===== config.mk =====
export PLATFORM = sky130hd
export DESIGN_NAME = programmable_instruction_memory
export DESIGN_NICKNAME = d
export VERILOG_FILES = /design/src/rtl/programmable_instruction_memory.sv
export SDC_FILE = /design/constraint.sdc
export NUM_CORES = 1
export LEC_CHECK = 0
export ABC_AREA = 1
export BUFFER_PORTS_ARGS = -buffer_cell sky130_fd_sc_hd__buf_2
export CORE_MARGIN = 1
export CORE_UTILIZATION = 52
export CTS_BUF_LIST = sky130_fd_sc_hd__clkbuf_4 sky130_fd_sc_hd__clkbuf_8
export CTS_CLUSTER_SIZE = 28
export DETAILED_ROUTE_END_ITERATION = 10
export HOLD_SLACK_MARGIN = 0.12
export PLACE_DENSITY = 0.81
export SYNTH_ARGS = -nofsm -noshare
export SYNTH_HDL_FRONTEND = slang
export SYNTH_SLANG_ARGS = --single-unit

===== constraint.sdc =====
create_clock -name clk -period 2.26 [get_ports clk]
set_input_delay 0.452 -clock clk [delete_from_list [all_inputs] [get_ports clk]]
set_output_delay 0.452 -clock clk [all_outputs]
set_load 0.02 [all_outputs]

===== src/rtl/programmable_instruction_memory.sv =====
// programmable_instruction_memory: instruction memory with one-cycle registered fetch, fetch stall and a streaming program-load port
//   clk, reset                 : rising-edge clock, synchronous active-high reset
//   pc, fetch_en, stall        : fetch address, read request, hold current instruction/instr_valid
//   instruction, instr_valid   : registered fetched word and its valid flag
//   load_start, load_length    : begin a program load of load_length words (clamped to DEPTH)
//   load_data, load_valid      : streamed words, accepted when load_valid && load_ready
//   load_ready, load_busy      : high for the whole LOAD state
//   load_done                  : one-cycle pulse after the final word is written
module programmable_instruction_memory #(
    parameter int INSTR_WIDTH = 12,
    parameter int ADDR_WIDTH  = 3
) (
    input  logic                   clk,
    input  logic                   reset,
    input  logic [ADDR_WIDTH-1:0]  pc,
    input  logic                   fetch_en,
    input  logic                   stall,
    output logic [INSTR_WIDTH-1:0] instruction,
    output logic                   instr_valid,
    input  logic                   load_start,
    input  logic [ADDR_WIDTH:0]    load_length,
    input  logic [INSTR_WIDTH-1:0] load_data,
    input  logic                   load_valid,
    output logic                   load_ready,
    output logic                   load_busy,
    output logic                   load_done
);
    localparam int DEPTH = 2 ** ADDR_WIDTH;
    localparam logic [ADDR_WIDTH:0] DEPTH_L = (ADDR_WIDTH + 1)'(DEPTH);

    typedef enum logic {FETCH, LOAD} state_t;

    state_t                 state_q, state_d;
    logic [INSTR_WIDTH-1:0] instr_q, instr_d;
    logic                   valid_q, valid_d;
    logic                   done_q, done_d;
    logic [ADDR_WIDTH-1:0]  wptr_q, wptr_d;
    logic [ADDR_WIDTH:0]    rem_q, rem_d;
    logic [ADDR_WIDTH:0]    len;
    logic                   we;
    logic [INSTR_WIDTH-1:0] mem_q [DEPTH];

    // Clamping keeps a single load from wrapping onto addresses it already wrote.
    assign len = (load_length > DEPTH_L) ? DEPTH_L : load_length;

    always_comb begin
        state_d = state_q;
        instr_d = instr_q;
        valid_d = valid_q;
        done_d  = 1'b0;
        wptr_d  = wptr_q;
        rem_d   = rem_q;
        we      = 1'b0;
        if (state_q == FETCH) begin
            if (load_start) begin
                valid_d = 1'b0;
                if (len == '0) begin
                    done_d = 1'b1;
                end else begin
                    state_d = LOAD;
                    wptr_d  = '0;
                    rem_d   = len;
                end
            end else if (!stall) begin
                instr_d = fetch_en ? mem_q[pc] : instr_q;
                valid_d = fetch_en;
            end
        end else begin
            valid_d = 1'b0;
            if (load_valid) begin
                we     = 1'b1;
                wptr_d = wptr_q + ADDR_WIDTH'(1);
                rem_d  = rem_q - (ADDR_WIDTH + 1)'(1);
                if (rem_q == (ADDR_WIDTH + 1)'(1)) begin
                    state_d = FETCH;
                    done_d  = 1'b1;
                end
            end
        end
    end

    always_ff @(posedge clk) begin
        if (reset) begin
            state_q <= FETCH;
            instr_q <= '0;
            valid_q <= 1'b0;
            done_q  <= 1'b0;
            wptr_q  <= '0;
            rem_q   <= '0;
        end else begin
            state_q <= state_d;
            instr_q <= instr_d;
            valid_q <= valid_d;
            done_q  <= done_d;
            wptr_q  <= wptr_d;
            rem_q   <= rem_d;
        end
    end

    // Memory contents survive reset; a write coinciding with reset is dropped as part of the abort.
    always_ff @(posedge clk) begin
        if (we && !reset) mem_q[wptr_q] <= load_data;
    end

    assign instruction = instr_q;
    assign instr_valid = valid_q;
    assign load_ready  = (state_q == LOAD);
    assign load_busy   = (state_q == LOAD);
    assign load_done   = done_q;
endmodule


Yosys cells after proc, flatten, opt, wreduce, memory -nomap -nowiden

Memory sizes are Yosys's and may differ from the RTL's. A register that Yosys moved wholly into a read port is not among the register bits.
Index checks and enable logic that the tools add are counted.
W data, S select, Z words.

Add/sub/neg operators: 2
Order comparisons: 1
Equality and inequality tests: 3
Multiplexer cells: 23
Bitwise operators: 3
Reductions and logical operators: 7

Operator list:

| kind                  | number |
|---|---|
| $mux W4               | 5 |
| $mux W1               | 14 |
| $mux W3               | 4 |
| $eq A4 B1 Y1 const B  | 1 |
| $gt A4 B4 Y1 const B  | 1 |
| $logic_not A4 Y1      | 1 |
| $ne A2 B2 Y1 const B  | 2 |
| $reduce_and A4 Y1     | 1 |
| $sub A4 B1 Y4 const B | 1 |
| $add A3 B1 Y3 const B | 1 |
| $not A1 Y1            | 3 |
| $reduce_and A3 Y1     | 1 |
| $reduce_or A3 Y1      | 1 |
| $reduce_bool A2 Y1    | 1 |
| $logic_and A1 B1 Y1   | 1 |
| $logic_not A1 Y1      | 1 |

Register bits: 10
RAM bits: 96
Input port bits: 25
Output and inout bits: 16
Logic and storage cells: 45
Memories: 1

Memory list:

| name  | depth | bits a word | read ports | clocked after memory_dff | write ports | RTL line | source |
|---|---|---|---|---|---|---|---|
| mem_q | 8     | 12          | 1          | 1                        | 1           | 41       | `logic [INSTR_WIDTH-1:0] mem_q [DEPTH];` |

Depth between registers and ports, before layout

Depth in word-level cells: 6
Gate-level depth with buffers: 8
Depth with buffers taken out: 7

Worst setup path after synthesis

No wires, ideal clock.

Kind: flip-flop to flip-flop
Start: reg state_q (netlist: load_busy)
End: mem mem_q[6][0] (enable)
Setup time: 0.396 ns
Arrival time: 1.816 ns
Data required time: 1.864 ns
Path slack: 0.048 ns
Cell stages (with the launch flop): 5
Buffers on the path: 0
Period minus slack after synthesis: 2.212 ns
Cells stage by stage: dfxtp_1 nand2_1 inv_1 nand2_1 nor3_1

Longest elaborated chain between the ends: 4

Ends and longest elaborated chain:

| element                       | RTL line | source |
|---|---|---|
| from (decl)                   | 33       | `state_t state_q, state_d;` |
| from (signal assigned)        | 91       | `state_q <= state_d;` |
| $mux W1                       | 54       | `if (state_q == FETCH) begin` |
| $logic_and A1 B1 Y1           | 102      | `if (we && !reset) mem_q[wptr_q] <= load_data;` |
| $mux W1                       | 102      |  |
| $mux W1 (implied by the code) | 102      |  |
| to (decl)                     | 41       |  |

Every way passes these cells.

Worst setup path after layout

Start: reg state_q (netlist: load_busy)
End: mem mem_q[0][10] (enable)

Same word-level chain as after synthesis.

==> metrics.yaml <==
outcome:
  status: "finished clean"
timing:
  rsz0062_at_grt: "false"
  finClkSkew_ns: 0.00964
  worst_slack_ns: 0.498
  slew_violations: 0
  max_freq_ghz: 0.568
  worstMarginPinSlew_ns: 0.842
  fin_crit_sh: 0.780
  fin_crit_ns: 1.76
  slew_headroom: 0.438
  hold_viol: 0
  setup_viol_count_final: 0
  fin_tns_setup_ns: 0
pwr:
  p_seq_frac: 0.482
  p_total_mw: 4.96
  cellLeakagePower_nw: 2.55
  ir_drop_uv: 799
  powerDensity_mw_per_mm2: 845
  pwr-share-comb: 0.065
  intPower_mw: 3.80
  p_switching_mw: 1.15
  swShare: 0.233
  clock_power_share: 0.453
run:
  maxCapViolations: 0
floorplanning:
  num_rows: 35
  ios: 41
  die_area_sq_mm: 0.0101
  core_area_sq_mm: 0.00933
  initial_core_util: 0.540
  die_w_microns: 100
  die_height_microns: 100
placed_design:
  portBuffers: 40
  hpwl_mm: 7.82
  placed_cells: 672
  place_ws_ns: 0.378
  gp_congestion: 0.930
setup_path:
  cp-endpoint: "mem_q[0][10]"
  arrival_ns: 1.89
  startpoint_type: "register"
  criticalPathCategory: "reg2reg"
  end_kind: "register"
  timing.rr.start: "load_busy"
  crit_required_ns: 2.39
  r2r_cells: 5
  crit_start: "load_busy"
  slowest_delay_ns: 0.46
  crit_path_frequent_cell: "nand2_1"
  cp_slowest_cell: "dfxtp_1"
  crit_chain: "nand2_1, inv_1, nand2_1, nor3_2, buf_4"
  reg2reg_slack_ns: 0.50
  crit_fanout: 12
  r2r_end: "mem_q[0][10]"
logic_synthesis:
  yosys.area.top_type: "edfxtp_1"
  synth_top_area_frac: 0.572
  synth_cells: 513
  ys_warn_count: 0
  syn_nets: 541
  ys_seq_area_frac: 0.660
  synth_area_per_cell_sq_um: 9.82
  synth.area.top_cells: "edfxtp_1, nand2_1, dfxtp_1"
  ys_seq_elements: 118
  synthesis.area_sq_mm: 0.00504
  synth_cell_type_count: 22
routing:
  routedWlPerCell_microns: 17.4
  drt_pass1_iterations: 6
  vias: 3746
  via_per_inst: 5.32
  drc_errors: 0
  ant_nets: 0
  finalWirelength_mm: 12.2
  first_iter_violations: 695
clocking:
  clk_pin_slew_ns: 0.08
  post_cts_buffers: 0
  cts.repair.resized: 0
  tritoncts: "yes"
  cts_buffer_depth: 2
  cts_root_buf: "clkbuf_8"
  ctsHoldBuffers: 0
  insertion_delay_ns: 0.43
  cts-htree-levels: 4
  clock-sinks: 118
  numCtsBuffers: 17
layout:
  diodes: 0
  fin_cells: 704
  nNetsFinal: 590
  drive_above_1_share: 0.162
  syn_to_final_growth_pct: 16.4
grt:
  grt_max_degree: 49
  grt_pass1_wl_mm: 19.0
  antenna_found_initial: 0
  gr-total-overflow: 0
  first_global_vias: 3559
  grt_usage: 0.265
hold_path:
  hp-class: "in2reg"
  hold_start: "stall"
cells in the final DEF (no fill, tap or decap), drive strengths merged, types with 3 or more instances in the layout:
master	count
nand2	149
ha	3
nand3	84
clkinv	3
nor3	5
bufinv	5
clkbuf	18
edfxtp	96
o21ai	4
a21oi	19
buf	52
nor2	8
dfxtp	22
nand4	3
inv	96
state kept, by name, summed over array words and instances, names as in the netlist:
name,count
mem_q,96
instruction,12
rem_q,4
wptr_q,3
instr_valid,1
load_busy,1
load_done,1
cell families after synthesis:
kind of cell,Yosys count,share of synthesized area
adders and majority gates,3,0.00745
AOI/OAI and AO/OA,25,0.0253
buffers and inverters,114,0.0904
and+or+nand+nor,251,0.214
xor gates and xnor gates,2,0.00348
DFF,118,0.660
per-layer routing:
layer / share of wire / wire length, microns / global-route usage / up-vias
li1: - / - / - / 1763
met1: 0.40 / 4870 / 0.366 / 1721
met2: 0.47 / 5780 / 0.407 / 228
met3: 0.11 / 1300 / 0.0752 / 34
met4: 0.022 / 272 / 0.0903 / 0
met5: 0 / 0 / 0 / -
through the flow:
step	hold WS (ns)	utilization	cell area, sq um
2_1_floorplan	0.464	-	5040
3_3_place_gp	0.474	0.579	5400
3_5_place_dp	0.469	0.579	5400
4_1_cts	0.318	0.629	5860
5_1_grt	0.309	0.629	5860
6_report	0.327	0.629	5860
cells in the mapped netlist:
cell	number
nor3_1	4
a21oi_1	19
nand3_1	84
buf_4	4
ha_1	3
xnor2_1	1
buf_2	10
nand4_1	3
nor2_1	8
inv_1	89
o21ai_0	4
dfxtp_1	22
nor3_4	1
nand2_1	149
edfxtp_1	96
o22ai_1	2
buf_1	2
and3_1	1
or2_2	1
inv_2	3
xor2_1	1
clkbuf_1	6
final cells by class:
cell class | count | area, sq um
clock buffers | 18 | 241
clock inverters | 14 | 223
fillers | 735 | 3460
inverters | 92 | 345
multi-input cells | 281 | 1280
flip-flops and latches | 118 | 3320
well taps | 129 | 161
repair buffers | 52 | 290
critical path, delay by kind of cell, from the launching register on:
family                 cells  cell delay, ns
buffers and inverters      2            0.42
AND/OR/NAND/NOR            3            0.59
flip-flops                 1            0.46
power by group through the flow:
| stage | Sequential [mW] | Combinational [mW] | Clock (mW) |
|---|---|---|---|
| final | 2.39 | 0.322 | 2.24 |
| after global routing | 2.39 | 0.353 | 2.35 |
| after CTS | 2.39 | 0.320 | 2.24 |
| after detailed placement | 2.44 | 0.318 | 0 |
| after global placement | 2.44 | 0.307 | 0 |
| after floorplan | 2.45 | 0.182 | 0 |
worst min-delay path by stage:
stage                                end  slack [ns]  cells after the start
final                        instr_valid        0.33                      3
after global placement          rem_q[1]        0.47                      2
after floorplan                 rem_q[1]        0.46                      2
after CTS                    instr_valid        0.32                      3
after detailed placement  instruction[9]        0.47                      2
after global routing         instr_valid        0.31                      3
Power figures use the tool's default switching activity.
